**config.mk**
```make
export PLATFORM = sky130hd
export DESIGN_NAME = botinfo_queue
export DESIGN_NICKNAME = d
export VERILOG_FILES = /design/src/rtl/botinfo_queue.sv
export SDC_FILE = /design/constraint.sdc
export NUM_CORES = 1
export LEC_CHECK = 0
export CORE_UTILIZATION = 55
export CTS_BUF_LIST = sky130_fd_sc_hd__clkbuf_4
export CTS_CLUSTER_DIAMETER = 40
export CTS_CLUSTER_SIZE = 8
export DETAILED_ROUTE_END_ITERATION = 6
export GPL_TIMING_DRIVEN = 1
export PLACE_DENSITY = 0.76
export SLEW_MARGIN = 20
export SYNTH_ARGS = -nofsm -noshare
export SYNTH_HDL_FRONTEND = slang
export SYNTH_SLANG_ARGS = --single-unit
```
**constraint.sdc**
```tcl
create_clock -name clk -period 5.58 [get_ports clk]
set_input_delay 0.558 -clock clk [delete_from_list [all_inputs] [get_ports clk]]
set_output_delay 0.558 -clock clk [all_outputs]
set_load 0.01 [all_outputs]
```
**src/rtl/botinfo_queue.sv**
```systemverilog
// Purpose : snapshot queue between the Rojobot register block and the core; each
//           rising edge of i_upd_sysregs captures i_botinfo, each rising edge of
//           i_int_ack releases the head entry.
// Latency : a push is visible on o_count/o_botupdt_sync/o_botinfo at the same edge
//           that samples the update edge (one cycle after the input rises).
// Backpressure: none toward the producer; a push into a full queue with no
//           coincident pop is dropped and counted in o_overrun_cnt (saturating).
//
// Ports:
//   clk, rstn          single clock, synchronous active-low reset
//   i_upd_sysregs      update strobe (level or pulse; only its rising edge pushes)
//   i_botinfo          live register bundle {LocX, LocY, Sensors, BotInfo}
//   i_int_ack          core acknowledge (only its rising edge pops)
//   i_clr_overrun      clears the overrun counter; wins over a same-cycle increment
//   o_botinfo          head-of-queue snapshot, 0 when empty (show-ahead)
//   o_botupdt_sync     high while the queue holds at least one entry
//   o_count            occupancy, 0..DEPTH
//   o_overrun_cnt      dropped-update counter, saturates at 255

module botinfo_queue #(
  parameter int DEPTH  = 4,
  parameter int DATA_W = 32
) (
  input  logic                      clk,
  input  logic                      rstn,
  input  logic                      i_upd_sysregs,
  input  logic [DATA_W-1:0]         i_botinfo,
  input  logic                      i_int_ack,
  input  logic                      i_clr_overrun,
  output logic [DATA_W-1:0]         o_botinfo,
  output logic                      o_botupdt_sync,
  output logic [$clog2(DEPTH):0]    o_count,
  output logic [7:0]                o_overrun_cnt
);

  localparam int              AW       = $clog2(DEPTH);
  localparam logic [AW:0]     FULL_CNT = (AW+1)'(DEPTH);

  // Previous samples of the strobes, used for rising-edge detection.
  logic              upd_q;
  logic              ack_q;

  logic [AW-1:0]     wr_ptr;
  logic [AW-1:0]     rd_ptr;
  logic [AW:0]       count;
  logic [AW:0]       count_nxt;

  logic [DATA_W-1:0] mem [DEPTH];

  logic              push_ev;
  logic              pop_req;
  logic              empty;
  logic              full;
  logic              do_pop;
  logic              do_push;
  logic              drop;

  assign push_ev = i_upd_sysregs & ~upd_q;
  assign pop_req = i_int_ack & ~ack_q;

  assign empty   = (count == '0);
  assign full    = (count == FULL_CNT);

  // A pop on a full queue frees the slot the same cycle, so the coincident
  // push is accepted (pop-then-push) rather than counted as an overrun.
  // A pop on an empty queue is simply ignored, leaving a push-only cycle.
  assign do_pop  = pop_req & ~empty;
  assign do_push = push_ev & (~full | do_pop);
  assign drop    = push_ev & full & ~do_pop;

  always_comb begin
    count_nxt = count;
    unique case ({do_push, do_pop})
      2'b10:   count_nxt = count + 1'b1;
      2'b01:   count_nxt = count - 1'b1;
      default: count_nxt = count;
    endcase
  end

  always_ff @(posedge clk) begin
    if (!rstn) begin
      // Edge detectors preset high so a strobe held across reset release
      // does not look like a fresh rising edge.
      upd_q          <= 1'b1;
      ack_q          <= 1'b1;
      wr_ptr         <= '0;
      rd_ptr         <= '0;
      count          <= '0;
      o_botupdt_sync <= 1'b0;
      o_overrun_cnt  <= 8'd0;
    end else begin
      upd_q          <= i_upd_sysregs;
      ack_q          <= i_int_ack;
      if (do_push) wr_ptr <= wr_ptr + 1'b1;
      if (do_pop)  rd_ptr <= rd_ptr + 1'b1;
      count          <= count_nxt;
      // Registered from the next-state count so it rises with the first push.
      o_botupdt_sync <= (count_nxt != '0);
      if (i_clr_overrun)
        o_overrun_cnt <= 8'd0;
      else if (drop && (o_overrun_cnt != 8'hFF))
        o_overrun_cnt <= o_overrun_cnt + 8'd1;
    end
  end

  // Storage carries no reset; entries are only meaningful below count.
  always_ff @(posedge clk) begin
    if (rstn && do_push)
      mem[wr_ptr] <= i_botinfo;
  end

  assign o_count   = count;
  assign o_botinfo = empty ? '0 : mem[rd_ptr];

endmodule

```
After elaboration in Yosys (flattened, before gate mapping):

Memory sizes are Yosys's and may differ from the RTL's. A register that Yosys moved wholly into a read port is not among the register bits.
Index checks and enable logic that the tools add are counted.

* shift-type cells: 0
* reduce and logical (&&, ||, !) cells: 5
* multiply operators: 0
* $add $sub $neg: 5
* eq/ne operators: 4
* $lt $le $gt $ge: 0
* multiplexer cells: 6
* bitwise gates (word level): 13
* divide/modulo/power cells: 0

Operators with widths (number)
* 2-to-1 mux 32 bit: 1
* adder 8 x 1 -> 8 bit (second input constant): 1
* != test 8 bit (second input constant): 1
* AND 1 bit: 6
* NOT 1 bit: 6
* one-hot mux 3 bit (2 select lines): 1
* adder 2 x 1 -> 2 bit (second input constant): 2
* 2-to-1 mux 2 bit: 2
* adder 3 x 1 -> 3 bit (second input constant): 1
* == test 3 bit (second input constant): 1
* logical NOT 3 bit: 1
* nonzero test 3 bit: 1
* subtractor 3 x 1 -> 3 bit (second input constant): 1
* == test 2 x 1 -> 1 bit (second input constant): 1
* == test 2 bit (second input constant): 1
* logical AND 1 bit: 2
* 2-to-1 mux 1 bit: 2
* OR reduction 2 bit: 1
* bitwise OR 1 bit: 1

* register bits after elaboration: 18
* latch bits: 0
* bits in writable memories: 128
* input port bits: 37
* memories: 1
* ROM bits: 0

Memories
* mem: depth 4, bits a word 32, read ports 1, clocked after Yosys merged registers in 1, wr ports 1, RTL line 48 `logic [DATA_W-1:0] mem [DEPTH];`

Depth between registers and ports, before layout:

* word-level depth: 8
* mapped depth: 7
* gate-level depth less buffers: 7

Worst setup path after synthesis:

OpenSTA, ideal clock, no wires.

* path kind: input to register
* from: in i_int_ack
* to: mem mem[1][0] (enable)
* data arrival time: 1882 ps
* setup slack: 3306 ps
* setup time: 392 ps
* stages: 3
* path buffers: 0
* cell sequence: nand2b_1 -> a21oi_1 -> and3_1

* word-level cells in the longest chain between the ends: 7

RTL lines
* start, declared: RTL line 28 `input logic i_int_ack,`
* AND 1 bit: RTL line 59 `assign pop_req = i_int_ack & ~ack_q;`
* AND 1 bit: RTL line 67 `assign do_pop = pop_req & ~empty;`
* bitwise OR 1 bit: RTL line 68 `assign do_push = push_ev & (~full | do_pop);`
* AND 1 bit: RTL line 68
* logical AND 1 bit: RTL line 108 `if (rstn && do_push)`
* 2-to-1 mux 1 bit: RTL line 108
* 2-to-1 mux 1 bit (not written as such): RTL line 109 `mem[wr_ptr] <= i_botinfo;`
* end, declared: RTL line 48

No other way between the ends.

==> results.sh <==
export IMPL_status="finished clean"
export IMPL_netlist_area_sq_mm=0.005867
export IMPL_worstHoldEndpoint="o_overrun_cnt[7]$_SDFFE_PP0P_"
export IMPL_hold_viol_final=0
export IMPL_synth_ff_type="edfxtp_1"
export IMPL_placed_cell_area_sq_mm=0.006795
export IMPL_avgSynthCellArea_sq_um=18.33
export IMPL_fin_area_sq_mm=0.007068
export IMPL_grt_ovfl_total=0
export IMPL_path_max_fanout=22
export IMPL_max_freq_ghz=0.2989
export IMPL_irDropWorstVdd_mv=0.1647
export IMPL_ios=81
export IMPL_diodes=0
export IMPL_worstPathArrival_ns=2.79
export IMPL_start_kind="register"
export IMPL_fp_dieH_um=105.3
export IMPL_routedWlPerCell_um=17.74
export IMPL_leakagePower_nw=2.207
export IMPL_worstMarginPinSlew_ns=0.9082
export IMPL_min_from="o_overrun_cnt[7]$_SDFFE_PP0P_"
export IMPL_synth_warnings=0
export IMPL_cap_violations=0
export IMPL_finalCritPeriodShare_pct=59.95
export IMPL_slew_viol_final=0
export IMPL_ys_ff_latch=148
export IMPL_combinationalPowerShare_pct=8.1
export IMPL_critPathMaxStageDelay_ns=0.58
export IMPL_synthTopCellsByCount="edfxtp_1 (128), and2_1 (34), mux4_2 (32)"
export IMPL_drive_above_1_share_pct=17.42
export IMPL_use_met2_pct=31.02
export IMPL_dr_pass1_iters=4
export IMPL_synth_area_top_cells="edfxtp_1 (66%), mux4_2 (12%), dfxtp_1 (6.8%)"
export IMPL_rows=37
export IMPL_tns_ns=0
export IMPL_instances_no_fill=555
export IMPL_synth_most_common_cell="edfxtp_1"
export IMPL_cts_tree="yes"
export IMPL_cts_sinks=148
export IMPL_cts_resized=0
export IMPL_cellPowerDensity_mw_per_mm2=283.9
export IMPL_rsz0062_at_grt="false"
export IMPL_numCtsBuffers=17
export IMPL_busiest_layer="met2"
export IMPL_met3_usage_pct=5.751
export IMPL_worst_skew_pair_late_latency_ns=0.53
export IMPL_rrSetupSlack_ns=3.21
export IMPL_holdBufCountCts=0
export IMPL_die_area_sq_mm=0.01108
export IMPL_drcViolationCount=0
export IMPL_vias=3098
export IMPL_globalRouteMet1Util_pct=24.26
export IMPL_fin_crit_ns=3.345
export IMPL_clkPwrFrac_pct=31.2
export IMPL_cp_slowest_cell="dfxtp_2"
export IMPL_areaGrowthSynthToFinish_pct=20.47
export IMPL_seqPwrFrac_pct=60.7
export IMPL_required_ns=5.02
export IMPL_core_sq_mm=0.01032
export IMPL_whs_path_depth=2
export IMPL_switching_share_pct=21.82
export IMPL_placedCellCount=523
export IMPL_routed_wl_um=9847
export IMPL_via_per_inst=5.582
export IMPL_synth_cells=320
export IMPL_synth_edf_count=128
export IMPL_die_x_um=105.3
export IMPL_grt_use_total_pct=19.09
export IMPL_drt_iter0_drc=133
export IMPL_synth_top_area_share_pct=65.52
export IMPL_hpwl_um=5906
export IMPL_post_cts_buffers=0
export IMPL_reg2reg_to="o_botupdt_sync$_SDFF_PN0_"
export IMPL_crit_type="register to primary output"
export IMPL_ys_types=40
export IMPL_ant_nets=0
export IMPL_critPathCaptureType="primary output"
export IMPL_cts_root_buf="clkbuf_4"
export IMPL_clock_path_buffers=2
export IMPL_setup_viol=0
export IMPL_synth_async_reset_ratio_pct=0
export IMPL_path_clk_slew_ns=0.11
export IMPL_yosysSeqAreaShare_pct=72.34
export IMPL_synth_nets=363
export IMPL_r2r_cells=7
export IMPL_fin_nets=449
export IMPL_grt_max_degree=35
export IMPL_initial_core_util_pct=56.83
export IMPL_hold_class="register to register"
export IMPL_p_sw_mw=0.4379
export IMPL_grt_first_pass_wirelength_um=15460
export IMPL_yosys_area_top_type="edfxtp_1"
export IMPL_internal_power_mw=1.568
export IMPL_cts_htree_levels=4
export IMPL_grt_pass1_vias=3071
export IMPL_rr_startpoint="o_count[0]$_SDFF_PN0_"
export IMPL_gp_congestion=0.7695
export IMPL_portBuffers=80
export IMPL_total_power_mw=2.006
export IMPL_nFillCells=709
export IMPL_worstPathCellList="buf_4, mux4_2, and2_1, clkdlybuf4s50_1"
export IMPL_slew_headroom_pct=39.46
export IMPL_fin_skew_ns=0.01557
export IMPL_antenna_found_initial=0
## cell type report
cell class              count  area, sq um  area share (%)
well taps                 136        170.2           2.408
clock inverters            14        137.6           1.947
flip-flops and latches    148         4247           60.08
clock buffers              18        135.1           1.912
multi-input cells         152         1548           21.90
repair buffers             81        808.3           11.44
inverters                   6        22.52          0.3186
## through the flow
step | hold WS [ns] | utilization [%] | worst slack [ns]
floorplan | 0.4922 | - | 3.306
global placement | 0.4752 | 65.81 | 2.705
detailed placement | 0.4854 | 65.82 | 2.662
CTS | 0.5045 | 68.46 | 2.113
global route | 0.5391 | 68.46 | 2.005
finish | 0.4995 | 68.46 | 2.235
## placed cells by master, fill, tap and decap left out, types with 4 or more instances in the layout
| cell type | Yosys | routed |
|---|---|---|
| edfxtp_1 | 128 | 128 |
| clkdlybuf4s50_1 | 0 | 80 |
| and2_1 | 34 | 34 |
| mux4_2 | 32 | 32 |
| dfxtp_1 | 20 | 18 |
| clkbuf_4 | 0 | 18 |
| o21ai_0 | 8 | 8 |
| a21oi_1 | 7 | 7 |
| inv_1 | 6 | 6 |
| nand2b_1 | 6 | 6 |
| ha_1 | 5 | 5 |
| clkinvlp_4 | 0 | 5 |
| and3_2 | 0 | 4 |
| o31ai_1 | 4 | 4 |
| or4_1 | 4 | 4 |
| or3_1 | 5 | 4 |
| nand2_1 | 4 | 4 |
## kinds of logic (layout without fill, tap and decap cells)
logic type / Yosys count / after routing / synth area share [%]
flip-flops: 148 / 148 / 72.34
AND/OR/NAND/NOR: 81 / 81 / 8.765
multiplexers: 33 / 33 / 12.45
AO/OA/AOI/OAI: 29 / 29 / 3.199
buffers and inverters: 20 / 119 / 1.386
adder cells (fa/ha/maj): 6 / 6 / 1.408
XOR/XNOR: 3 / 3 / 0.4479
## per-layer routing
| layer | vias to the layer above | share of wire (%) |
|---|---|---|
| met3 | 12 | 5.1 |
| li1 | 1450 | - |
| met4 | 0 | 1.2 |
| met2 | 86 | 50 |
| met5 | - | 0 |
| met1 | 1550 | 44 |
## sequential cells by signal, indices dropped and copies added (netlist names), named ones only
register        count
ack_q               1
mem               128
o_botupdt_sync      1
o_count             3
o_overrun_cnt       8
rd_ptr              2
upd_q               1
wr_ptr              2
## power by group through the flow
stage          sequential, mW  clock (mW)  combinational [mW]
2_1_floorplan            1.24           0              0.0708
3_3_place_gp             1.24           0               0.163
3_5_place_dp             1.24           0               0.164
4_1_cts                  1.22       0.644               0.165
5_1_grt                  1.22       0.686               0.175
6_report                 1.22       0.626               0.162
## worst max-delay path, delay by kind of cell (launching register included)
kind / cells / cell delay (ns)
buffers and inverters: 2 / 0.95
DFF: 1 / 0.58
muxes: 1 / 0.55
and+or+nand+nor: 1 / 0.19
## worst max-delay path by stage
stage                           endpoint  slack, ns  depth (start not counted)
5_1_grt                    o_botinfo[11]       2.01                          4
2_1_floorplan        mem[1][0]$_DFFE_PP_       3.31                          3
3_5_place_dp   o_botupdt_sync$_SDFF_PN0_       2.66                          8
4_1_cts                     o_botinfo[0]       2.11                          4
3_3_place_gp                o_botinfo[0]       2.71                          4
6_report                    o_botinfo[0]       2.23                          4
Power figures use the tool's default switching activity.
